File: config.mk
export PLATFORM = sky130hd
export DESIGN_NAME = ucsbece154b_branch_predictor
export DESIGN_NICKNAME = d
export VERILOG_FILES = /design/src/rtl/ucsbece154b_branch_predictor.sv
export SDC_FILE = /design/constraint.sdc
export NUM_CORES = 2
export LEC_CHECK = 0
export CELL_PAD_IN_SITES_DETAIL_PLACEMENT = 0
export CELL_PAD_IN_SITES_GLOBAL_PLACEMENT = 2
export CORE_MARGIN = 5
export CORE_UTILIZATION = 30
export CTS_CLUSTER_DIAMETER = 30
export CTS_CLUSTER_SIZE = 28
export DETAILED_ROUTE_END_ITERATION = 10
export PLACE_DENSITY_LB_ADDON = 0.1
export REMOVE_ABC_BUFFERS = 1
export SYNTH_ARGS = -nofsm -noshare
export SYNTH_HDL_FRONTEND = slang
export SYNTH_SLANG_ARGS = --single-unit
export TNS_END_PERCENT = 1
File: constraint.sdc
create_clock -name clk -period 7.5 [get_ports clk]
set_input_delay 0.75 -clock clk [delete_from_list [all_inputs] [get_ports clk]]
set_output_delay 0.75 -clock clk [all_outputs]
set_load 0.03 [all_outputs]
File: src/rtl/ucsbece154b_branch_predictor.sv
// Gshare direction predictor plus direct-mapped BTB: predicts next PC at Fetch,
// carries the prediction to Execute, flags mispredicts and trains there.
module ucsbece154b_branch_predictor #(
    parameter int unsigned NUM_BTB_ENTRIES = 32,
    parameter int unsigned NUM_GHR_BITS    = 5
) (
    input  logic        clk,
    input  logic        reset,
    input  logic [31:0] PCF_i,
    input  logic        StallF_i,
    input  logic        StallD_i,
    input  logic        FlushD_i,
    input  logic        FlushE_i,
    output logic        BranchTakenF_o,
    output logic [31:0] BranchTargetF_o,
    input  logic        BranchE_i,
    input  logic        JumpE_i,
    input  logic        PCSrcE_i,
    input  logic [31:0] PCE_i,
    input  logic [31:0] PCTargetE_i,
    input  logic [31:0] PCPlus4E_i,
    output logic        Mispredict_o,
    output logic [31:0] PCRecoverE_o
);

    localparam int unsigned BI    = $clog2(NUM_BTB_ENTRIES);
    localparam int unsigned TAG_W = 32 - BI - 2;
    localparam int unsigned PHT_N = 1 << NUM_GHR_BITS;

    typedef struct packed {
        logic                    taken;
        logic [31:0]             target;
        logic [NUM_GHR_BITS-1:0] pht_idx;
    } pred_rec_t;

    logic [NUM_BTB_ENTRIES-1:0] btb_valid_q, btb_valid_d;
    logic [TAG_W-1:0]           btb_tag_q    [NUM_BTB_ENTRIES];
    logic [TAG_W-1:0]           btb_tag_d    [NUM_BTB_ENTRIES];
    logic [31:0]                btb_target_q [NUM_BTB_ENTRIES];
    logic [31:0]                btb_target_d [NUM_BTB_ENTRIES];
    logic [NUM_BTB_ENTRIES-1:0] btb_jump_q, btb_jump_d;
    logic [1:0]                 pht_q [PHT_N];
    logic [1:0]                 pht_d [PHT_N];
    logic [NUM_GHR_BITS-1:0]    ghr_q, ghr_d;
    pred_rec_t                  rec_fd_q, rec_fd_d;
    pred_rec_t                  rec_de_q, rec_de_d;

    logic [BI-1:0]           f_btb_idx;
    logic [TAG_W-1:0]        f_tag;
    logic                    f_hit;
    logic [NUM_GHR_BITS-1:0] f_pht_idx;
    logic [BI-1:0]           e_btb_idx;
    logic                    rv;
    logic                    unused_c;

    // Fetch-side lookup reads only pre-write table contents.
    always_comb begin
        f_btb_idx       = PCF_i[BI+1:2];
        f_tag           = PCF_i[31:BI+2];
        f_hit           = btb_valid_q[f_btb_idx] && (btb_tag_q[f_btb_idx] == f_tag);
        f_pht_idx       = PCF_i[NUM_GHR_BITS+1:2] ^ ghr_q;
        BranchTakenF_o  = ~reset & f_hit & (btb_jump_q[f_btb_idx] | pht_q[f_pht_idx][1]);
        BranchTargetF_o = f_hit ? btb_target_q[f_btb_idx] : 32'h0;
    end

    always_comb begin
        rv           = BranchE_i | JumpE_i;
        e_btb_idx    = PCE_i[BI+1:2];
        Mispredict_o = (rv & (rec_de_q.taken != PCSrcE_i))
                     | (rv & PCSrcE_i & rec_de_q.taken & (rec_de_q.target != PCTargetE_i))
                     | (~rv & rec_de_q.taken);
        PCRecoverE_o = (PCSrcE_i & rv) ? PCTargetE_i : PCPlus4E_i;
    end

    // Next-state: prediction pipeline and non-speculative training at Execute.
    always_comb begin
        btb_valid_d  = btb_valid_q;
        btb_tag_d    = btb_tag_q;
        btb_target_d = btb_target_q;
        btb_jump_d   = btb_jump_q;
        pht_d        = pht_q;
        ghr_d        = ghr_q;
        rec_fd_d     = rec_fd_q;
        rec_de_d     = FlushE_i ? '0 : rec_fd_q;

        if (FlushD_i) begin
            rec_fd_d = '0;
        end else if (!StallD_i) begin
            rec_fd_d.taken   = BranchTakenF_o;
            rec_fd_d.target  = BranchTargetF_o;
            rec_fd_d.pht_idx = f_pht_idx;
        end

        if (rv && PCSrcE_i) begin
            btb_valid_d[e_btb_idx]  = 1'b1;
            btb_tag_d[e_btb_idx]    = PCE_i[31:BI+2];
            btb_target_d[e_btb_idx] = PCTargetE_i;
            btb_jump_d[e_btb_idx]   = JumpE_i;
        end else if (!rv && rec_de_q.taken) begin
            btb_valid_d[e_btb_idx] = 1'b0;
        end

        if (BranchE_i && !JumpE_i) begin
            if (PCSrcE_i && (pht_q[rec_de_q.pht_idx] != 2'b11)) begin
                pht_d[rec_de_q.pht_idx] = pht_q[rec_de_q.pht_idx] + 2'd1;
            end else if (!PCSrcE_i && (pht_q[rec_de_q.pht_idx] != 2'b00)) begin
                pht_d[rec_de_q.pht_idx] = pht_q[rec_de_q.pht_idx] - 2'd1;
            end
            ghr_d = {ghr_q[NUM_GHR_BITS-2:0], PCSrcE_i};
        end
    end

    always_ff @(posedge clk) begin
        if (reset) begin
            btb_valid_q <= '0;
            ghr_q       <= '0;
            rec_fd_q    <= '0;
            rec_de_q    <= '0;
            for (int unsigned i = 0; i < PHT_N; i++) begin
                pht_q[i] <= 2'b01;
            end
        end else begin
            btb_valid_q <= btb_valid_d;
            ghr_q       <= ghr_d;
            rec_fd_q    <= rec_fd_d;
            rec_de_q    <= rec_de_d;
            pht_q       <= pht_d;
        end
    end

    // Payload fields are qualified by valid, so they need no reset.
    always_ff @(posedge clk) begin
        btb_tag_q    <= btb_tag_d;
        btb_target_q <= btb_target_d;
        btb_jump_q   <= btb_jump_d;
    end

    // Fetch holds no state of its own; low PC bits never index anything.
    assign unused_c = ^{StallF_i, PCF_i[1:0], PCE_i[1:0]};

endmodule

; ---- Word-level counts from Yosys, hierarchy flattened
; Cells that the tools add are included.
[totals]
register_bits = 2033
in_bits = 137
output_inout_bits = 66
word_cells = 194
[op_classes]
n_addsub = 2
n_lt_le_gt_ge = 9
n_eq_ne = 4
muxes = 35
n_bitwise = 21
n_reduce_logical = 18
[ops]
columns = operator, count
row1 = bitwise mux 1024 bit, 1
row2 = bitwise mux 800 bit, 1
row3 = 2-to-1 mux 32 bit, 7
row4 = binary-select mux 32 bit (select 5 bit), 1
row5 = demux 32 bit (select 5 bit), 1
row6 = bitwise mux 64 bit, 2
row7 = 2-to-1 mux 64 bit, 2
row8 = binary-select mux 25 bit (select 5 bit), 1
row9 = demux 25 bit (select 5 bit), 1
row10 = 2-to-1 mux 25 bit, 3
row11 = AND 32 bit, 1
row12 = bitwise mux 32 bit, 1
row13 = inequality test 32 bit, 1
row14 = NOT 32 bit, 1
row15 = bitwise OR 32 bit, 1
row16 = equality test 25 bit, 1
row17 = greater-or-equal comparator 6 bit (second input constant), 4
row18 = NOT 5 -> 6 bit, 4
row19 = binary-select mux 2 bit (select 5 bit), 2
row20 = less-than comparator 5 x 6 -> 1 bit (second input constant), 2
row21 = less-than comparator 6 x 1 -> 1 bit (second input constant), 2
row22 = binary-select mux 1 bit (select 5 bit), 2
row23 = demux 2 bit (select 5 bit), 1
row24 = 2-to-1 mux 2 bit, 5
row25 = other kinds (16), 41

; ---- Depth between registers and ports, before layout
[logic_depth]
depth_word = 8
depth_mapped = 17
depth_no_buf = 13

; ---- Worst setup path after synthesis
; OpenSTA, ideal clock, no wires.
[synth_path]
kind = input port to output port
from = input PCF_i[3]
to = output BranchTakenF_o
t_arrival_ns = 3.941
setup_slack_ns = 2.809
stages = 11
path_cell_list = buf_2 > buf_2 > mux4_2 > a32oi_1 > nand3_1 > or3_1 > a22oi_1 > o2111ai_1 > nor4_4 > nand4b_2 > nor3b_1
[synth_via]
elab_chain_cells = 8
word_cells_on_any_way = 18
[synth_rtl]
columns = element, line_no
row1 = "start, declared", 9  ; input logic [31:0] PCF_i,
row2 = NOT 5 -> 6 bit (not written as such), 60  ; f_hit = btb_valid_q[f_btb_idx] && (btb_tag_q[f_btb_idx] == f_tag);
row3 = binary-select mux 25 bit (select 5 bit), 60
row4 = 2-to-1 mux 25 bit (not written as such) (2 in series), 60
row5 = equality test 25 bit, 60
row6 = logical AND 1 bit, 60
row7 = AND 1 bit, 62  ; BranchTakenF_o = ~reset & f_hit & (btb_jump_q[f_btb_idx] | pht_q[f_pht_idx][1]);
row8 = AND 1 bit (*), 62
row9 = "end, declared", 14  ; output logic BranchTakenF_o,
; Mark *: on every way between the ends. The rest lies on a longest branch, timed or not. The select of a mux whose other input is x is not followed.

; ---- Final worst setup path
; Ends and elaborated chain as after synthesis.

==> results.yml <==
route:
  wl_microns: 259300
  remaining_drc_errors: 0
  first_pass_iters: 5
  wire_per_inst_microns: 30.13
  antenna_left: 0
  first_iter_violations: 3565
  vias: 42780
  vias_per_cell: 4.972
synthesis:
  synthFlopType: "edfxtp_1"
  synthXorXnorAreaFrac_pct: 0.6622
  synth_top_family_by_area: "multiplexers"
  yosysSeqAreaShare_pct: 74.69
  synth_edf_count: 1856
  synth_area_sq_um: 79360
  muxShareOfSynthArea_pct: 16.49
  synth_area_per_cell_sq_um: 19.64
  synth_compound_area_share_pct: 2.661
  synth-seq-cells: 2033
  synth-simple-area-share_pct: 3.893
  post_synth_num_cell_types: 62
  async_flop_share_pct: 0
  syn_inst: 4041
  synthAdderAreaFrac_pct: 0.03153
  synth_warnings: 0
power_and_ir_drop:
  powerDensity_nw_per_um2: 341.5
  leakage_nw: 34.32
  power_mw: 35.35
  comb_power_share_pct: 4.0
  seqPwrFrac_pct: 35.5
  p_clk_share_pct: 60.5
  intPower_mw: 27.83
  peakVddDrop_uv: 223.7
  switchingPower_mw: 7.526
  swShare_pct: 21.29
finish:
  mostFrequentLayoutCells: "edfxtp_1 (1856), clkbuf_16 (545), mux4_2 (500)"
  finish.instance_area_sq_um: 103500
  final_common_cell: "edfxtp_1"
  drive_gt1_share_pct: 30.25
  area_delta_synth_final_pct: 30.45
  fin_util_pct: 39.40
  nets: 4828
  stdcell_count: 8605
timing:
  final.setup.worst_slack_ns: 1.138
  setup_viol: 0
  skew_ns: 0.06836
  grt_setup_unrepaired: "no"
  period_share_pct: 84.83
  tightest_slew_ns: 1.118
  final.setup.tns_ns: 0
  relSlewSlack_pct: 25.25
  hold_viol_final: 0
  max_freq_mhz: 157.2
  hold_slack_ns: 0.2531
  drv_slew: 0
  period_needed_ns: 6.362
placed_design:
  dp_cells: 7670
  gp_congestion: 0.6974
  place_area_sq_um: 86510
  dp_slack_ns: 1.067
  dp_hpwl_microns: 136100
  numPortBuffers: 197
floorplanning:
  num_rows: 188
  initial_core_util_pct: 30.20
  pin_count: 203
  die_x_microns: 524.3
  dieArea_sq_um: 274900
  design.core.area_sq_um: 262700
  die_h_microns: 524.3
clock_network:
  htree_levels: 6
  clkTransAtPathRegs_ns: 0.04
  numCtsBuffers: 532
  post_cts_buffers: 0
  root_buffer: "clkbuf_16"
  post_cts_resized: 0
  ctsHoldBuffers: 0
  clk_latency_ns: 0.94
  cts_tree: "done"
  clock-sinks: 2033
  cts_buffer_depth: 4
worst_setup_path:
  r2r_setup_slack_ns: 2.85
  end_kind: "primary output"
  cp-endpoint: "BranchTakenF_o"
  cpPeakStageDelay_ns: 0.91
  cpMaxStageDelayCell: "a2111oi_1"
  crit_fanout: 82
  cp_data_required_time_ns: 6.75
  rr_worst_depth: 12
  cp.arrival_ns: 5.61
  crit_type: "in2out"
  crit_start: "PCF_i[3]"
  r2r-start: "rec_de_q[0]"
  start_kind: "input port"
  crit_path_cell_trace: "buf_8, buf_12, mux4_2, o22ai_1, a31o_2, a211oi_1, xor2_1, a2111oi_1, buf_4, and3_2, nand4b_4, buf_4, nor3b_1, buf_12"
global_route:
  grt_pass1_vias: 45350
  gr-total-overflow: 0
  grt_pass1_wl_microns: 358900
  grt_util_all_layers_pct: 18.66
  grt_max_degree: 118
  antenna_found_initial: 23
run_status:
  outcome: "completed"
job:
  drv_cap: 0
worst_hold_path:
  holdCritPathClass: "in2reg"
  hold_depth: 3
[layer usage]
| layer | vias to the layer above | wire length [microns] | global-route usage, % |
|---|---|---|---|
| li1 | 18070 | - | - |
| met1 | 23000 | 115600 | 25.60 |
| met2 | 1288 | 124000 | 29.94 |
| met3 | 418 | 13390 | 4.066 |
| met4 | 6 | 6213 | 5.381 |
| met5 | - | 38 | 0 |
[critical path, delay by kind of cell]
kind                   cells  cell delay, ns
AND/OR/NAND/NOR            3            0.89
XOR/XNOR                   1            0.21
AO/OA/AOI/OAI              4            1.39
buffers and inverters      5            1.60
multiplexers               1            0.59
[cell type report]
cell class,instances,area [sq um]
Antenna cell,6,15.01
Clock buffer,628,14080
Clock inverter,301,2913
Fill cell,23850,159200
Inverter,45,339.1
Multi-Input combinational cell,1728,18960
Sequential cell,2033,59280
Tap cell,3515,4398
Timing Repair Buffer,349,3543
[power groups by stage]
| stage | Sequential (mW) | Combinational, mW | Clock (mW) |
|---|---|---|---|
| 6_report | 12.5 | 1.43 | 21.4 |
| 2_1_floorplan | 12.7 | 0.605 | 0 |
| 3_3_place_gp | 12.7 | 1.47 | 0 |
| 3_5_place_dp | 12.7 | 1.47 | 0 |
| 5_1_grt | 12.5 | 1.53 | 22.5 |
| 4_1_cts | 12.5 | 1.47 | 21.8 |
[how the worst min path moves through the flow]
stage | startpoint | endpoint | slack [ns]
floorplan | rec_fd_q[3] | rec_de_q[3] | 0.43
global placement | rec_fd_q[11] | rec_de_q[11] | 0.44
detailed placement | rec_fd_q[25] | rec_de_q[25] | 0.44
CTS | StallD_i | rec_fd_q[18] | 0.17
global route | StallD_i | rec_fd_q[18] | 0.22
finish | StallD_i | rec_fd_q[18] | 0.25
[registers in the layout (all words and copies together), names as in the netlist, named ones only]
signal and cells:
btb_jump_q 32, pht_q 32, rec_de_q 38, btb_target_q 1024, ghr_q 5, rec_fd_q 38, btb_tag_q 800
[kinds of logic (layout without fill, tap and decap cells)]
family / Yosys count / count (layout)
AO/OA/AOI/OAI: 325 / 325
other: 0 / 6
buffers and inverters: 280 / 1323
adder cells (fa/ha/maj): 2 / 2
multiplexers: 682 / 682
flip-flops: 2033 / 2033
AND/OR/NAND/NOR: 659 / 659
XOR/XNOR: 60 / 60
[synthesized netlist by cell type (all sizes together) (3+ instances only)]
cell type | count | share of area, %
edfxtp | 1856 | 70
mux4 | 500 | 14
nand2 | 288 | 1.4
mux2i | 178 | 2.2
dfxtp | 177 | 4.5
buf | 137 | 0.89
a21oi | 110 | 0.69
nor2 | 108 | 0.51
clkbuf | 98 | 0.46
nand3 | 60 | 0.38
a22oi | 59 | 0.56
o21ai | 50 | 0.32
nand4 | 46 | 0.36
and2 | 45 | 0.35
inv | 45 | 0.21
xnor2 | 40 | 0.44
nor3 | 36 | 0.23
a211o | 32 | 0.35
xor2 | 20 | 0.22
o22ai | 17 | 0.13
and3 | 16 | 0.13
nor2b | 16 | 0.13
a221oi | 14 | 0.15
nor4 | 11 | 0.12
nor3b | 10 | 0.095
a32oi | 9 | 0.099
a31oi | 5 | 0.039
a2111oi | 4 | 0.044
and3b | 4 | 0.044
mux2 | 4 | 0.057
or2 | 4 | 0.032
or3 | 4 | 0.032
a2bb2oi | 3 | 0.033
o2111ai | 3 | 0.033
or3b | 3 | 0.033
(Power assumes the default switching activity.)
